`config.mk`:
```
export PLATFORM = sky130hd
export DESIGN_NAME = dbus_uart_tx
export DESIGN_NICKNAME = d
export VERILOG_FILES = /design/src/rtl/dbus_uart_tx.sv
export SDC_FILE = /design/constraint.sdc
export NUM_CORES = 1
export LEC_CHECK = 0
export ABC_AREA = 1
export CORE_ASPECT_RATIO = 0.6
export CORE_MARGIN = 1
export CORE_UTILIZATION = 45
export DETAILED_ROUTE_END_ITERATION = 8
export HOLD_SLACK_MARGIN = 0.05
export PLACE_DENSITY = 0.67
export SLEW_MARGIN = 20
export SYNTH_ARGS = -nofsm -noshare
export SYNTH_HDL_FRONTEND = slang
export SYNTH_SLANG_ARGS = --single-unit
```
`constraint.sdc`:
```
create_clock -name clk -period 4.08 [get_ports clk]
set_input_delay 0.408 -clock clk [delete_from_list [all_inputs] [get_ports clk]]
set_output_delay 0.408 -clock clk [all_outputs]
set_load 0.01 [all_outputs]
```
`src/rtl/dbus_uart_tx.sv`:
```
// ============================================================================
// Module   : dbus_uart_tx
// Purpose  : Memory-mapped 8N1 UART transmitter on the CPU data bus, with a
//            small transmit FIFO and a programmable bit period.
//            Optional even-parity bit: define DBUS_UART_TX_PARITY_EN.
// Revision : 1.0 - initial release
// ============================================================================
`default_nettype none

module dbus_uart_tx #(
  parameter logic [15:0] BASE_ADDR  = 16'hff00,
  parameter int          FIFO_DEPTH = 4,
  parameter logic [15:0] DIV_RESET  = 16'd3
) (
  input  logic        clk,
  input  logic        reset,
  input  logic [15:0] dwrite_addr,
  input  logic [15:0] dwrite_data,
  input  logic        dwrite_en,
  input  logic [15:0] dread_addr,
  output logic [15:0] dread_data,
  output logic        dread_hit,
  output logic        txd
);

  localparam int              AW         = $clog2(FIFO_DEPTH);
  localparam logic [AW:0]     FULL_CNT   = (AW+1)'(FIFO_DEPTH);
  localparam logic [AW:0]     CNT_ONE    = (AW+1)'(1);
  localparam logic [AW-1:0]   PTR_ONE    = AW'(1);
  localparam logic [1:0]      OFF_TXDATA = 2'd0;
  localparam logic [1:0]      OFF_STATUS = 2'd1;
  localparam logic [1:0]      OFF_DIV    = 2'd2;

`ifdef DBUS_UART_TX_PARITY_EN
  typedef enum logic [2:0] {IDLE, START, DATA, PARITY, STOP} state_e;
`else
  typedef enum logic [2:0] {IDLE, START, DATA, STOP} state_e;
`endif

  state_e        state_q, state_d;
  logic [15:0]   timer_q, timer_d;
  logic [15:0]   frame_div_q, frame_div_d;
  logic [2:0]    bitcnt_q, bitcnt_d;
  logic [7:0]    shift_q, shift_d;
  logic          parity_q, parity_d;
  logic          txd_q, txd_d;
  logic [15:0]   div_q, div_d;
  logic          ovf_q, ovf_d;

  logic [7:0]    fifo_q [FIFO_DEPTH];
  logic [AW-1:0] wr_ptr_q, rd_ptr_q;
  logic [AW:0]   count_q;

  logic          wr_hit_w, push_req_w, push_w, drop_w, pop_w;
  logic          full_w, empty_w, tmr_done_w;
  logic [7:0]    head_w;
  logic [15:0]   status_w;
  logic          unused_w;

  assign wr_hit_w   = dwrite_en && (dwrite_addr[15:3] == BASE_ADDR[15:3]);
  assign push_req_w = wr_hit_w && (dwrite_addr[2:1] == OFF_TXDATA);
  assign full_w     = (count_q == FULL_CNT);
  assign empty_w    = (count_q == '0);
  // Fullness is judged before the edge, so a same-edge pop cannot rescue a push.
  assign push_w     = push_req_w && !full_w;
  assign drop_w     = push_req_w && full_w;
  assign head_w     = fifo_q[rd_ptr_q];
  assign tmr_done_w = (timer_q == 16'd0);
  assign txd        = txd_q;
  assign unused_w   = ^{dwrite_addr[0], dread_addr[0], parity_q};

  always_comb begin
    div_d = div_q;
    ovf_d = ovf_q;
    if (wr_hit_w && (dwrite_addr[2:1] == OFF_DIV)) div_d = dwrite_data;
    if (wr_hit_w && (dwrite_addr[2:1] == OFF_STATUS) && dwrite_data[3]) ovf_d = 1'b0;
    if (drop_w) ovf_d = 1'b1;
  end

  always_comb begin
    state_d     = state_q;
    timer_d     = timer_q;
    frame_div_d = frame_div_q;
    bitcnt_d    = bitcnt_q;
    shift_d     = shift_q;
    parity_d    = parity_q;
    txd_d       = txd_q;
    pop_w       = 1'b0;
    // Frame start from IDLE or straight out of an expiring STOP (no idle gap).
    if (!empty_w && (state_q == IDLE || (state_q == STOP && tmr_done_w))) begin
      pop_w       = 1'b1;
      shift_d     = head_w;
      parity_d    = ^head_w;
      frame_div_d = div_q;
      timer_d     = div_q;
      bitcnt_d    = 3'd0;
      state_d     = START;
      txd_d       = 1'b0;
    end else if (state_q != IDLE) begin
      if (!tmr_done_w) begin
        timer_d = timer_q - 16'd1;
      end else begin
        timer_d = frame_div_q;
        case (state_q)
          START: begin
            state_d = DATA;
            txd_d   = shift_q[0];
            shift_d = {1'b0, shift_q[7:1]};
          end
          DATA: begin
            if (bitcnt_q == 3'd7) begin
`ifdef DBUS_UART_TX_PARITY_EN
              state_d = PARITY;
              txd_d   = parity_q;
`else
              state_d = STOP;
              txd_d   = 1'b1;
`endif
            end else begin
              bitcnt_d = bitcnt_q + 3'd1;
              txd_d    = shift_q[0];
              shift_d  = {1'b0, shift_q[7:1]};
            end
          end
`ifdef DBUS_UART_TX_PARITY_EN
          PARITY: begin
            state_d = STOP;
            txd_d   = 1'b1;
          end
`endif
          default: begin
            state_d = IDLE;
            txd_d   = 1'b1;
          end
        endcase
      end
    end
  end

  always_ff @(posedge clk or posedge reset) begin
    if (reset) begin
      state_q     <= IDLE;
      timer_q     <= '0;
      frame_div_q <= '0;
      bitcnt_q    <= '0;
      shift_q     <= '0;
      parity_q    <= 1'b0;
      txd_q       <= 1'b1;
      div_q       <= DIV_RESET;
      ovf_q       <= 1'b0;
    end else begin
      state_q     <= state_d;
      timer_q     <= timer_d;
      frame_div_q <= frame_div_d;
      bitcnt_q    <= bitcnt_d;
      shift_q     <= shift_d;
      parity_q    <= parity_d;
      txd_q       <= txd_d;
      div_q       <= div_d;
      ovf_q       <= ovf_d;
    end
  end

  always_ff @(posedge clk or posedge reset) begin
    if (reset) begin
      for (int i = 0; i < FIFO_DEPTH; i++) fifo_q[i] <= '0;
      wr_ptr_q <= '0;
      rd_ptr_q <= '0;
      count_q  <= '0;
    end else begin
      if (push_w) begin
        fifo_q[wr_ptr_q] <= dwrite_data[7:0];
        wr_ptr_q         <= wr_ptr_q + PTR_ONE;
      end
      if (pop_w) rd_ptr_q <= rd_ptr_q + PTR_ONE;
      if (push_w && !pop_w)      count_q <= count_q + CNT_ONE;
      else if (!push_w && pop_w) count_q <= count_q - CNT_ONE;
    end
  end

  always_comb begin
    status_w             = '0;
    status_w[0]          = full_w;
    status_w[1]          = empty_w;
    status_w[2]          = (state_q != IDLE);
    status_w[3]          = ovf_q;
`ifdef DBUS_UART_TX_PARITY_EN
    status_w[4]          = 1'b1;
`endif
    status_w[8 +: AW+1]  = count_q;
    dread_hit  = (dread_addr[15:3] == BASE_ADDR[15:3]);
    dread_data = '0;
    if (dread_hit) begin
      case (dread_addr[2:1])
        OFF_STATUS: dread_data = status_w;
        OFF_DIV:    dread_data = div_q;
        default:    dread_data = '0;
      endcase
    end
  end

endmodule

`default_nettype wire
```
# Yosys cells after proc, flatten, opt, wreduce, memory -nomap -nowiden
# Index checks and enable logic that the tools add are counted.
[totals]
ram_bits = 0
n_memories = 0
register_bits = 103
output_inout_bits = 18
elab_cells = 108
rom_bits = 0
input_bits = 51
latchBits = 0
[op_classes]
div_mod_pow = 0
n_bitwise = 2
magnitude_cmp = 3
add_sub_neg = 6
n_eq_ne = 14
mul = 0
n_mux = 36
n_shift = 0
n_reduce_logical = 32
[op_table]
columns = ["operator", "count"]
rows = [
  ["2-to-1 mux 16 bit", 4],
  ["2-to-1 mux 8 bit", 7],
  ["2-to-1 mux 3 bit", 11],
  ["bitwise mux 32 bit", 1],
  ["one-hot mux 16 bit (2 select lines)", 1],
  ["equality test 13 bit, second input constant", 2],
  ["binary-select mux 8 bit (select 2 bit)", 1],
  ["demux 8 bit (select 2 bit)", 1],
  ["zero test 16 bit", 1],
  ["one-hot mux 8 bit (2 select lines)", 1],
  ["subtractor 16 x 1 -> 16 bit, second input constant", 1],
  ["logical AND 1 bit", 12],
  ["nonzero test 2 bit", 5],
  ["AND reduction 4 bit", 2],
  ["2-to-1 mux 1 bit", 7],
  ["adder 3 x 1 -> 3 bit, second input constant", 2],
  ["equality test 3 x 2 -> 1 bit, second input constant", 2],
  ["equality test 3 bit, second input constant", 2],
  ["greater-or-equal comparator 3 bit, second input constant", 2],
  ["zero test 3 bit", 2],
  ["!= test 3 bit, second input constant", 2],
  ["NOT 2 -> 3 bit", 2],
  ["one-hot mux 3 bit (2 select lines)", 1],
  ["nonzero test 3 bit", 2],
  ["13 further kinds", 19],
]

# Logic depth before layout (Yosys ltp)
# Gate-level depths: netlist of the first run.
[logic_depth]
ltp_word = 8
mapped_depth = 14

# Least setup slack after synthesis of the first run
# Ideal clock, no wire load.
[synth_timing]
path_kind = "register -> register"
startpoint = "register timer_q[0]"
endpoint = "register count_q[1]"
required_ps = 3955
arrival_time_ps = 2244
setup_slack_ps = 1711
path_stages_with_launch = 13
n_path_buf = 1
cell_sequence = "dfrtp_1 inv_1 ha_1 nand2_2 nor2_2 nand2_4 nand2_8 nand2_8 buf_2 ha_1 inv_1 fa_1 mux2_2"
[synth_via]
elab_chain_len = 8
word_cells_on_any_way = 10
cone_classes = "mux (2); reduce/logical (8)"
[synth_rtl]
columns = ["element", "line", "rtl"]
rows = [
  ["from (decl)", "41", "logic [15:0] timer_q, timer_d;"],
  ["from (signal assigned)", "153", "timer_q <= timer_d;"],
  ["zero test 16 bit (*)", "68", "assign tmr_done_w = (timer_q == 16'd0);"],
  ["logical AND 1 bit (*)", "90", "if (!empty_w && (state_q == IDLE || (state_q == STOP && tmr_done_w))) begin"],
  ["logical OR 1 bit (*)", "90", ""],
  ["logical AND 1 bit (*)", "90", ""],
  ["2-to-1 mux 1 bit (*)", "90", ""],
  ["zero test 1 bit", "176", "if (push_w && !pop_w) count_q <= count_q + CNT_ONE;"],
  ["logical AND 1 bit", "176", ""],
  ["2-to-1 mux 3 bit / nonzero test 2 bit (equally long branches)", "-", ""],
  ["to (signal assigned)", "176", ""],
  ["to (signal assigned)", "177", "else if (!push_w && pop_w) count_q <= count_q - CNT_ONE;"],
  ["to (decl)", "52", "logic [AW:0] count_q;"],
]
# Every way passes the cells marked *; elsewhere a longest branch is shown, timed or not.
# A chain may end at the register's enable or synchronous reset.

# Final worst setup path of the first run
[layout_timing]
startpoint = "input dread_addr[6]"
endpoint = "output dread_data[9]"
[layout_via]
elab_chain_len = 2
[layout_rtl]
columns = ["element", "line", "rtl"]
rows = [
  ["from (decl)", "20", "input logic [15:0] dread_addr,"],
  ["equality test 13 bit", "191", "dread_hit = (dread_addr[15:3] == BASE_ADDR[15:3]);"],
  ["2-to-1 mux 16 bit", "193", "if (dread_hit) begin"],
  ["to (decl)", "21", "output logic [15:0] dread_data,"],
]
# No other way between the ends.

==> results.yml, run 1 <==
run_status:
  run_status: "complete, no violations"
final_layout:
  diodes: 0
  fillCellCount: 1070
  ff_latch_area_mm2: 0.00256
  drive_gt1_share_pct: 5.65
  multiInputGateArea_mm2: 0.00254
  syn_to_final_growth_pct: 19.7
  fin_util_pct: 56.7
  fin_nets: 857
  mostFrequentLayoutCell: "nand2_1"
  mostFrequentLayoutCells: "273 x nand2_1, 99 x dfrtp_1, 78 x o21ai_0, 67 x nor2_1, 66 x clkdlybuf4s50_1"
power_and_ir_drop:
  switchingPower_mw: 1.55
  p_leak_nw: 3.25
  power_density_mw_per_mm2: 564
  intPower_mw: 2.15
  swShare_pct: 41.9
  combPwrFrac_pct: 41.0
  ir_worst_vdd_v: 0.000338
  clkPwrFrac_pct: 23.0
  p_total_mw: 3.70
  power_frac_seq_pct: 36.0
sta:
  tns_ns: 0
  hold_viol_final: 0
  worst_pin_slew_ns: 0.808
  setup_ws_ns: 1.00
  drv_slew: 0
  fmax_mhz: 325
  period_needed_ns: 3.08
  finalCritPeriodShare_pct: 75.4
  setup_viol: 0
  skew_ns: 0.00882
  rsz0062_at_grt: "false"
  slew_headroom_pct: 46.1
critical_path:
  cp-end-kind: "output pin"
  cpLargestDelayFamily: "simple AND/OR/NAND/NOR gates"
  path_max_fanout: 11
  path_class: "in -> out"
  critPathLaunch: "dread_addr[6]"
  regToRegEndpoint: "count_q[1]"
  worst-path-buf-inv: 2
  cp.depth: 8
  endpoint: "dread_data[9]"
  r2r_cells: 11
  rr_startpoint: "timer_q[0]"
  crit_chain: "clkdlybuf4s50_1, nor2_1, nand3b_1, nor3_1, nand2_1, or2_2, a21oi_1, clkdlybuf4s50_1"
  startpoint_type: "input port"
  cp_slowest_stage_delay_ns: 0.56
  worst_path_max_delay_cell: "clkdlybuf4s50_1"
  cp_common_cell: "clkdlybuf4s50_1"
  worstPathArrival_ns: 2.67
  r2r_setup_slack_ns: 1.40
  crit_required_ns: 3.67
synth:
  synth_top_area_share_pct: 45.2
  synth_area_leaders: "dfrtp_1 45%, nand2_1 19%, o21ai_0 7.1%"
  syn_nets: 799
  ys_ff_latch: 102
  synthFlopType: "dfrtp_1"
  synth_cell_types: 37
  synth-edff-count: 0
  syn-cell-area_mm2: 0.00548
  avgSynthCellArea_um2: 7.47
  syn_inst: 733
  synthArstFlopShare_pct: 100
  ys_seq_area_share_pct: 46.7
  synth_area_leader_cell: "dfrtp_1"
  synth_warnings: 0
clocking:
  cts.path.max_buffers: 2
  cts_tree: "yes"
  insertion_delay_ns: 0.35
  cts_resized: 0
  cts_post_setup_buffers_inserted: 0
  cts.hold.buffers_added: 0
  clk_pin_slew_ns: 0.06
  cts-buffers-inserted: 9
  htree_num_levels: 3
  cts-root-buf: "clkbuf_16"
  cts.sinks: 102
global_routing:
  grt.total_usage_pct: 23.3
  first_global_vias: 4610
  antenna_found_initial: 0
  gr-total-overflow: 0
  grt_pass1_wl_um: 22500
  grt_start_max_net_pins: 65
floorplanning:
  io_pins: 69
  die-height_um: 87.5
  die-area_mm2: 0.0126
  die_w_um: 144
  start_util_pct: 47.4
  rows: 30
  core_mm2: 0.0116
routing:
  vias: 4833
  vias_per_cell: 5.06
  drc: 0
  wire_per_inst_um: 14.2
  wirelength_um: 13600
  drtIter0Drc: 342
  drt-pass1-iter-count: 5
  drtAntennaViolNets: 0
run:
  cap_violations: 0
placement:
  place_congestion: 0.883
  dp_hpwl_um: 9820
  io_buffers: 66
  dp_slack_ns: 0.985
worst_hold_path:
  worstHoldStart: "frame_div_q[13]"
  worstHoldPathType: "reg -> reg"
[worst min path at each step]
stage / end / slack, ns / cells past startpoint
after floorplan: frame_div_q[11] / 0.43 / 2
after global placement: frame_div_q[11] / 0.45 / 2
after detailed placement: frame_div_q[13] / 0.45 / 2
final: frame_div_q[13] / 0.46 / 2
after global routing: frame_div_q[13] / 0.48 / 2
after CTS: frame_div_q[13] / 0.47 / 2
[flip-flops by register name (all words and copies together), names as in the netlist, 3 cells and up]
name and cells:
fifo_q 32, div_q 16, frame_div_q 16, timer_q 16
shift_q 8, bitcnt_q 3, count_q 3
[kinds of logic after synthesis]
logic type,Yosys count,synth area share (%)
AOI/OAI and AO/OA,107,10.3
xor gates and xnor gates,7,1.12
adders and majority gates,15,3.56
buffers and inverters,93,6.94
DFF,102,46.7
muxes,2,0.388
and+or+nand+nor,407,31.1
[metrics by stage]
step                instances  cell area [µm²]  hold WS, ns
detailed placement        940             6260        0.452
CTS                       956             6560        0.468
finish                    956             6560        0.464
global placement          940             6260        0.448
global route              956             6560        0.483
floorplan                 733             5480        0.434
[cell usage after synthesis (2+ instances only)]
| cell | n |
|---|---|
| nand4_1 | 6 |
| o21ai_1 | 3 |
| buf_6 | 2 |
| nand3b_1 | 5 |
| xnor2_1 | 2 |
| nor2_2 | 3 |
| or2_2 | 7 |
| clkbuf_1 | 13 |
| inv_1 | 66 |
| nand3_1 | 36 |
| nand2_8 | 2 |
| xor2_1 | 5 |
| nor2_4 | 2 |
| a21oi_1 | 13 |
| nand2_1 | 273 |
| nor3_1 | 2 |
| o22ai_1 | 8 |
| dfrtp_1 | 99 |
| o21ai_0 | 78 |
| ha_1 | 14 |
| dfstp_2 | 3 |
| buf_2 | 9 |
| inv_2 | 2 |
| nor2_1 | 67 |
[layout make-up]
| class | count | area share (%) |
|---|---|---|
| well taps | 160 | 3.05 |
| clock buffers | 11 | 3.55 |
| flip-flops and latches | 102 | 39.0 |
| multi-input cells | 538 | 38.8 |
| clock inverters | 5 | 0.916 |
| inverters | 69 | 4.06 |
| repair buffers | 71 | 10.6 |
[layer usage]
metal	wire [µm]	track usage [%]	vias to the layer above	share of wire, %
met5	0	0	-	0
met4	86	5.36	0	0.63
met3	907	4.67	10	6.7
met2	5520	35.3	136	41
met1	7090	34.3	2264	52
li1	-	-	2423	-
[worst register-to-register path, cell delays in order (launching register included)]
cell and delay [ns]:
dfrtp_1 0.38, inv_1 0.10, ha_1 0.23, nand2_2 0.12, nor2_2 0.16, nand2_4 0.17
nand2_8 0.16, nand2_8 0.18, ha_1 0.26, inv_1 0.10, fa_1 0.42, mux2_2 0.27
[power groups by stage]
stage | sequential [mW] | combinational (mW) | clock [mW]
3_3_place_gp | 1.33 | 1.47 | 0
6_report | 1.33 | 1.52 | 0.851
3_5_place_dp | 1.34 | 1.50 | 0
2_1_floorplan | 1.27 | 1.22 | 0
4_1_cts | 1.33 | 1.51 | 0.874
5_1_grt | 1.35 | 1.74 | 0.906
Note: power is estimated with default switching activity, not from simulation.
==> run 2, diff against run 1 <==
Clock period 4.08 ns to 2.9 ns, I/O delays scaled along.
==> run 2 against run 1 <==
Effect of this change:
- critical endpoint is now dread_data[1]
- setup slack got worse by 0.61 ns
- count of clock-buffer cells in the layout is 1 lower
- final area up 1.0%
- register-to-register slack got worse by 0.98 ns
- largest cell class unchanged
- critical path depth decreased by 2
- utilization is 0.58 points higher
- via count is 3.1% higher
- clock skew decreased by 0.0015 ns
==> results.yml, run 2 (synthesis gave the netlist of run 1 again) <==
sta:
  tns_ns: 0
  period_needed_ns: 2.51
  setup_viol: 0
  hold_viol_final: 0
  setup_ws_ns: 0.392
  skew_ns: 0.00736
  finalCritPeriodShare_pct: 86.5
  slew_headroom_pct: 47.1
  rsz0062_at_grt: "false"
  fmax_mhz: 399
  whs_ns: 0.438
  worst_pin_slew_ns: 0.792
  drv_slew: 0
critical_path:
  crit_chain: "clkdlybuf4s50_1, inv_1, ha_1, or2_2, a21oi_1, clkdlybuf4s50_1"
  regToRegEndpoint: "timer_q[6]"
  worst-path-buf-inv: 3
  cp.depth: 6
  path_max_fanout: 7
  path_class: "in -> out"
  critPathLaunch: "dread_addr[1]"
  crit_required_ns: 2.61
  cpLargestDelayFamily: "buffers and inverters"
  cp_common_cell: "clkdlybuf4s50_1"
  worstPathArrival_ns: 2.22
  rr_startpoint: "timer_q[0]"
  cp_slowest_stage_delay_ns: 0.57
  endpoint: "dread_data[1]"
  startpoint_type: "input port"
  cp-end-kind: "output pin"
  worst_path_max_delay_cell: "clkdlybuf4s50_1"
  r2r_setup_slack_ns: 0.42
  r2r_cells: 13
clocking:
  cts-root-buf: "clkbuf_16"
  htree_num_levels: 3
  cts_post_setup_buffers_inserted: 0
  clk_pin_slew_ns: 0.07
  cts_tree: "yes"
  cts-buffers-inserted: 9
  cts_resized: 0
  cts.sinks: 102
  insertion_delay_ns: 0.36
  cts.path.max_buffers: 2
  cts.hold.buffers_added: 0
routing:
  drc: 0
  drtIter0Drc: 450
  drtAntennaViolNets: 0
  vias_per_cell: 5.19
  wirelength_um: 14500
  wire_per_inst_um: 15.1
  drt-pass1-iter-count: 5
  vias: 4984
power_and_ir_drop:
  power_density_mw_per_mm2: 813
  intPower_mw: 3.08
  ir_worst_vdd_v: 0.000431
  switchingPower_mw: 2.31
  swShare_pct: 42.9
  combPwrFrac_pct: 41.3
  power_frac_seq_pct: 34.8
  clkPwrFrac_pct: 23.9
  p_leak_nw: 3.28
floorplanning:
  io_pins: 69
  die_w_um: 144
  start_util_pct: 47.4
  rows: 30
  core_mm2: 0.0116
  die-height_um: 87.5
  die-area_mm2: 0.0126
final_layout:
  top_register: "fifo_q"
  drive_gt1_share_pct: 6.50
  largest_reg_flops: 32
  mostFrequentLayoutCells: "273 x nand2_1, 99 x dfrtp_1, 78 x o21ai_0, 66 x nor2_1, 66 x clkdlybuf4s50_1"
  fin_nets: 861
  syn_to_final_growth_pct: 20.9
  mostFrequentLayoutCell: "nand2_1"
  fin_util_pct: 57.3
  diodes: 0
run:
  cap_violations: 0
placement:
  dp_hpwl_um: 10300
  io_buffers: 66
  dp_slack_ns: 0.124
  place_congestion: 0.894
worst_hold_path:
  worstHoldPathType: "in -> async"
global_routing:
  antenna_found_initial: 0
  first_global_vias: 4792
  gr-total-overflow: 0
  grt_pass1_wl_um: 23800
  grt.total_usage_pct: 24.7
  grt_start_max_net_pins: 37
run_status:
  run_status: "complete, no violations"
-- run 2: cell count changes in the layout (fill, tap and decap cells not counted), sizes merged --
cell,before,now
buf,5,9
inv,68,71
clkbuf,11,10
clkinv,4,1
clkinvlp,1,2
-- run 2: metal layers --
layer | routed length [µm] | vias to the layer above | global-route usage, % | part of all wire, %
met4 | 139 | 0 | 6.22 | 0.96
met5 | 0 | - | 0 | 0
met2 | 5990 | 185 | 36.5 | 41
met1 | 7310 | 2343 | 36.7 | 50
li1 | - | 2440 | - | -
met3 | 1080 | 16 | 5.28 | 7.4
-- run 2: how the worst min path moves through the flow --
stage / startpoint / cells past startpoint / end / slack [ns]
floorplan: dwrite_data[15] / 2 / div_q[15] / 0.42
global placement: frame_div_q[11] / 2 / frame_div_q[11] / 0.45
detailed placement: frame_div_q[13] / 2 / frame_div_q[13] / 0.45
CTS: reset / 2 / div_q[10] / 0.46
global route: frame_div_q[13] / 2 / frame_div_q[13] / 0.49
finish: reset / 2 / timer_q[10] / 0.44
-- run 2: cell type report --
class	count	area [µm²]
Sequential cell	102	2560
Timing Repair Buffer	75	741
Tap cell	160	200
Fill cell	1056	4940
Clock buffer	10	239
Inverter	69	268
Clock inverter	6	75.1
Multi-Input combinational cell	538	2540
-- run 2: stage by stage --
stage	instance area [µm²]	std cells	power (mW)
6_report	6620	960	5.39
5_1_grt	6620	960	5.79
4_1_cts	6620	960	5.36
3_5_place_dp	6310	944	4.06
3_3_place_gp	6310	944	3.98
2_1_floorplan	5480	733	3.50
-- run 2: power groups by stage --
stage	Combinational, mW	Clock [mW]	Sequential, mW
6_report	2.23	1.29	1.87
5_1_grt	2.52	1.36	1.91
4_1_cts	2.19	1.30	1.86
3_5_place_dp	2.17	0	1.89
3_3_place_gp	2.10	0	1.88
2_1_floorplan	1.72	0	1.78
==> run 3, diff against run 2 <==
Settings changed: DONT_BUFFER_PORTS set to 1, PLACE_DENSITY 0.67 to not set.
==> run 3 against run 2 <==
Effect of this change:
- sequential share of layout area rose by 4.7 points
- final area fell by 11%
- hold slack got worse by 0.37 ns
- critical endpoint is now shift_q[2]
- largest cell class unchanged
- highest routed layer unchanged
==> results.yml, run 3 (synthesis gave the netlist of run 1 again) <==
final_layout:
  top_register: "fifo_q"
  drive_gt1_share_pct: 6.03
  fin_nets: 791
  syn_to_final_growth_pct: 7.86
  mostFrequentLayoutCell: "nand2_1"
  fillCellCount: 1182
  mostFrequentLayoutCells: "273 x nand2_1, 99 x dfrtp_1, 78 x o21ai_0, 67 x nor2_1, 65 x inv_1"
  largest_reg_flops: 32
  diodes: 0
sta:
  rsz0062_at_grt: "false"
  period_needed_ns: 2.60
  finalCritPeriodShare_pct: 89.7
  setup_viol: 0
  worst_pin_slew_ns: 0.893
  skew_ns: 0.00798
  drv_slew: 0
  tns_ns: 0
  fmax_mhz: 385
  hold_viol_final: 0
  whs_ns: 0.0722
  slew_headroom_pct: 40.2
clocking:
  insertion_delay_ns: 0.35
  cts-root-buf: "clkbuf_16"
  cts.path.max_buffers: 2
  clk_pin_slew_ns: 0.07
  cts.sinks: 102
  cts.hold.buffers_added: 1
  cts_resized: 0
  htree_num_levels: 3
  cts-buffers-inserted: 9
  cts_tree: "yes"
  cts_post_setup_buffers_inserted: 0
worst_hold_path:
  whs_path_depth: 2
  worstHoldPathType: "in -> reg"
routing:
  drt-pass1-iter-count: 5
  vias_per_cell: 5.19
  drc: 0
  vias: 4623
  drtAntennaViolNets: 0
  drtIter0Drc: 392
  wire_per_inst_um: 15.1
  wirelength_um: 13400
critical_path:
  path_class: "reg -> reg"
  crit_required_ns: 3.14
  worstPathArrival_ns: 2.84
  startpoint_type: "flip-flop"
  path_max_fanout: 13
  r2r_cells: 9
  cp-end-kind: "flip-flop"
power_and_ir_drop:
  power_frac_seq_pct: 36.2
  power_density_mw_per_mm2: 876
  combPwrFrac_pct: 40.4
  ir_worst_vdd_v: 0.000388
  switchingPower_mw: 2.20
  clkPwrFrac_pct: 23.5
  intPower_mw: 2.97
  swShare_pct: 42.5
  p_leak_nw: 3.01
global_routing:
  antenna_found_initial: 0
  grt_start_max_net_pins: 72
  grt_pass1_wl_um: 21900
  first_global_vias: 4259
  grt.total_usage_pct: 23.0
  gr-total-overflow: 0
floorplanning:
  die_w_um: 144
  die-height_um: 87.5
  die-area_mm2: 0.0126
  start_util_pct: 47.4
  core_mm2: 0.0116
  rows: 30
  io_pins: 69
run:
  cap_violations: 0
placement:
  io_buffers: 0
  place_congestion: 0.853
  dp_hpwl_um: 9640
run_status:
  run_status: "complete, no violations"
run 3: changes by cell type in the layout (fill, tap and decap cells not counted), moves of 2 or more:
cell             delta
clkdlybuf4s50_1    -66
clkinv_2            +2
clkbuf_1            +2
buf_4               -5
run 3: power by group through the flow:
stage | sequential [mW] | clock (mW) | combinational (mW)
after floorplan | 1.78 | 0 | 1.72
after global placement | 1.88 | 0 | 2.03
after detailed placement | 1.89 | 0 | 2.08
after CTS | 1.86 | 1.24 | 2.10
after global routing | 1.90 | 1.28 | 2.43
final | 1.87 | 1.22 | 2.09
run 3: final timing paths:
kind | from | endpoint | slack, ns
min reg2reg | frame_div_q[13] | frame_div_q[13] | 0.47
max | state_q[1] | shift_q[2] | 0.30
min in group asynchronous | reset | count_q[2] | 0.53
max reg2reg | state_q[1] | shift_q[2] | 0.30
max in group asynchronous | reset | txd | 1.53
min | dwrite_data[15] | div_q[15] | 0.07
run 3: layer usage:
layer	part of all wire, %	global-route usage [%]	wire (µm)	vias to the layer above
met4	0.78	5.36	105	0
met2	41	34.0	5440	137
li1	-	-	-	2296
met3	5.4	4.51	725	12
met1	53	34.3	7140	2178
met5	0	0	0	-
run 3: layout make-up:
cell class	count	area (µm²)	area share (%)
timing repair buffer	5	52.6	0.889
tap	160	200	3.39
sequential	102	2560	43.3
clock buffer	11	233	3.94
inverter	69	268	4.53
clock inverter	5	57.6	0.974
multi-input combinational	538	2540	43.0
run 3: through the flow:
stage               setup slack, ns  cell area, µm²  power [mW]  utilization (%)  std cells
floorplan                     0.531            5480        3.50                -        733
global placement              0.318            5610        3.91             48.5        873
detailed placement            0.280            5610        3.97             48.5        873
CTS                           0.280            5910        5.19             51.1        890
global route                 0.0520            5910        5.61             51.1        890
finish                        0.300            5910        5.18             51.1        890
run 3: worst max-delay path: stages (launching register included):
cell and delay, ns:
dfrtp_1 0.40, inv_1 0.11, ha_1 0.17, inv_1 0.14
nor2_1 0.73, inv_1 0.35, o211ai_2 0.29, inv_2 0.14
nand2_1 0.10, nand2_1 0.05
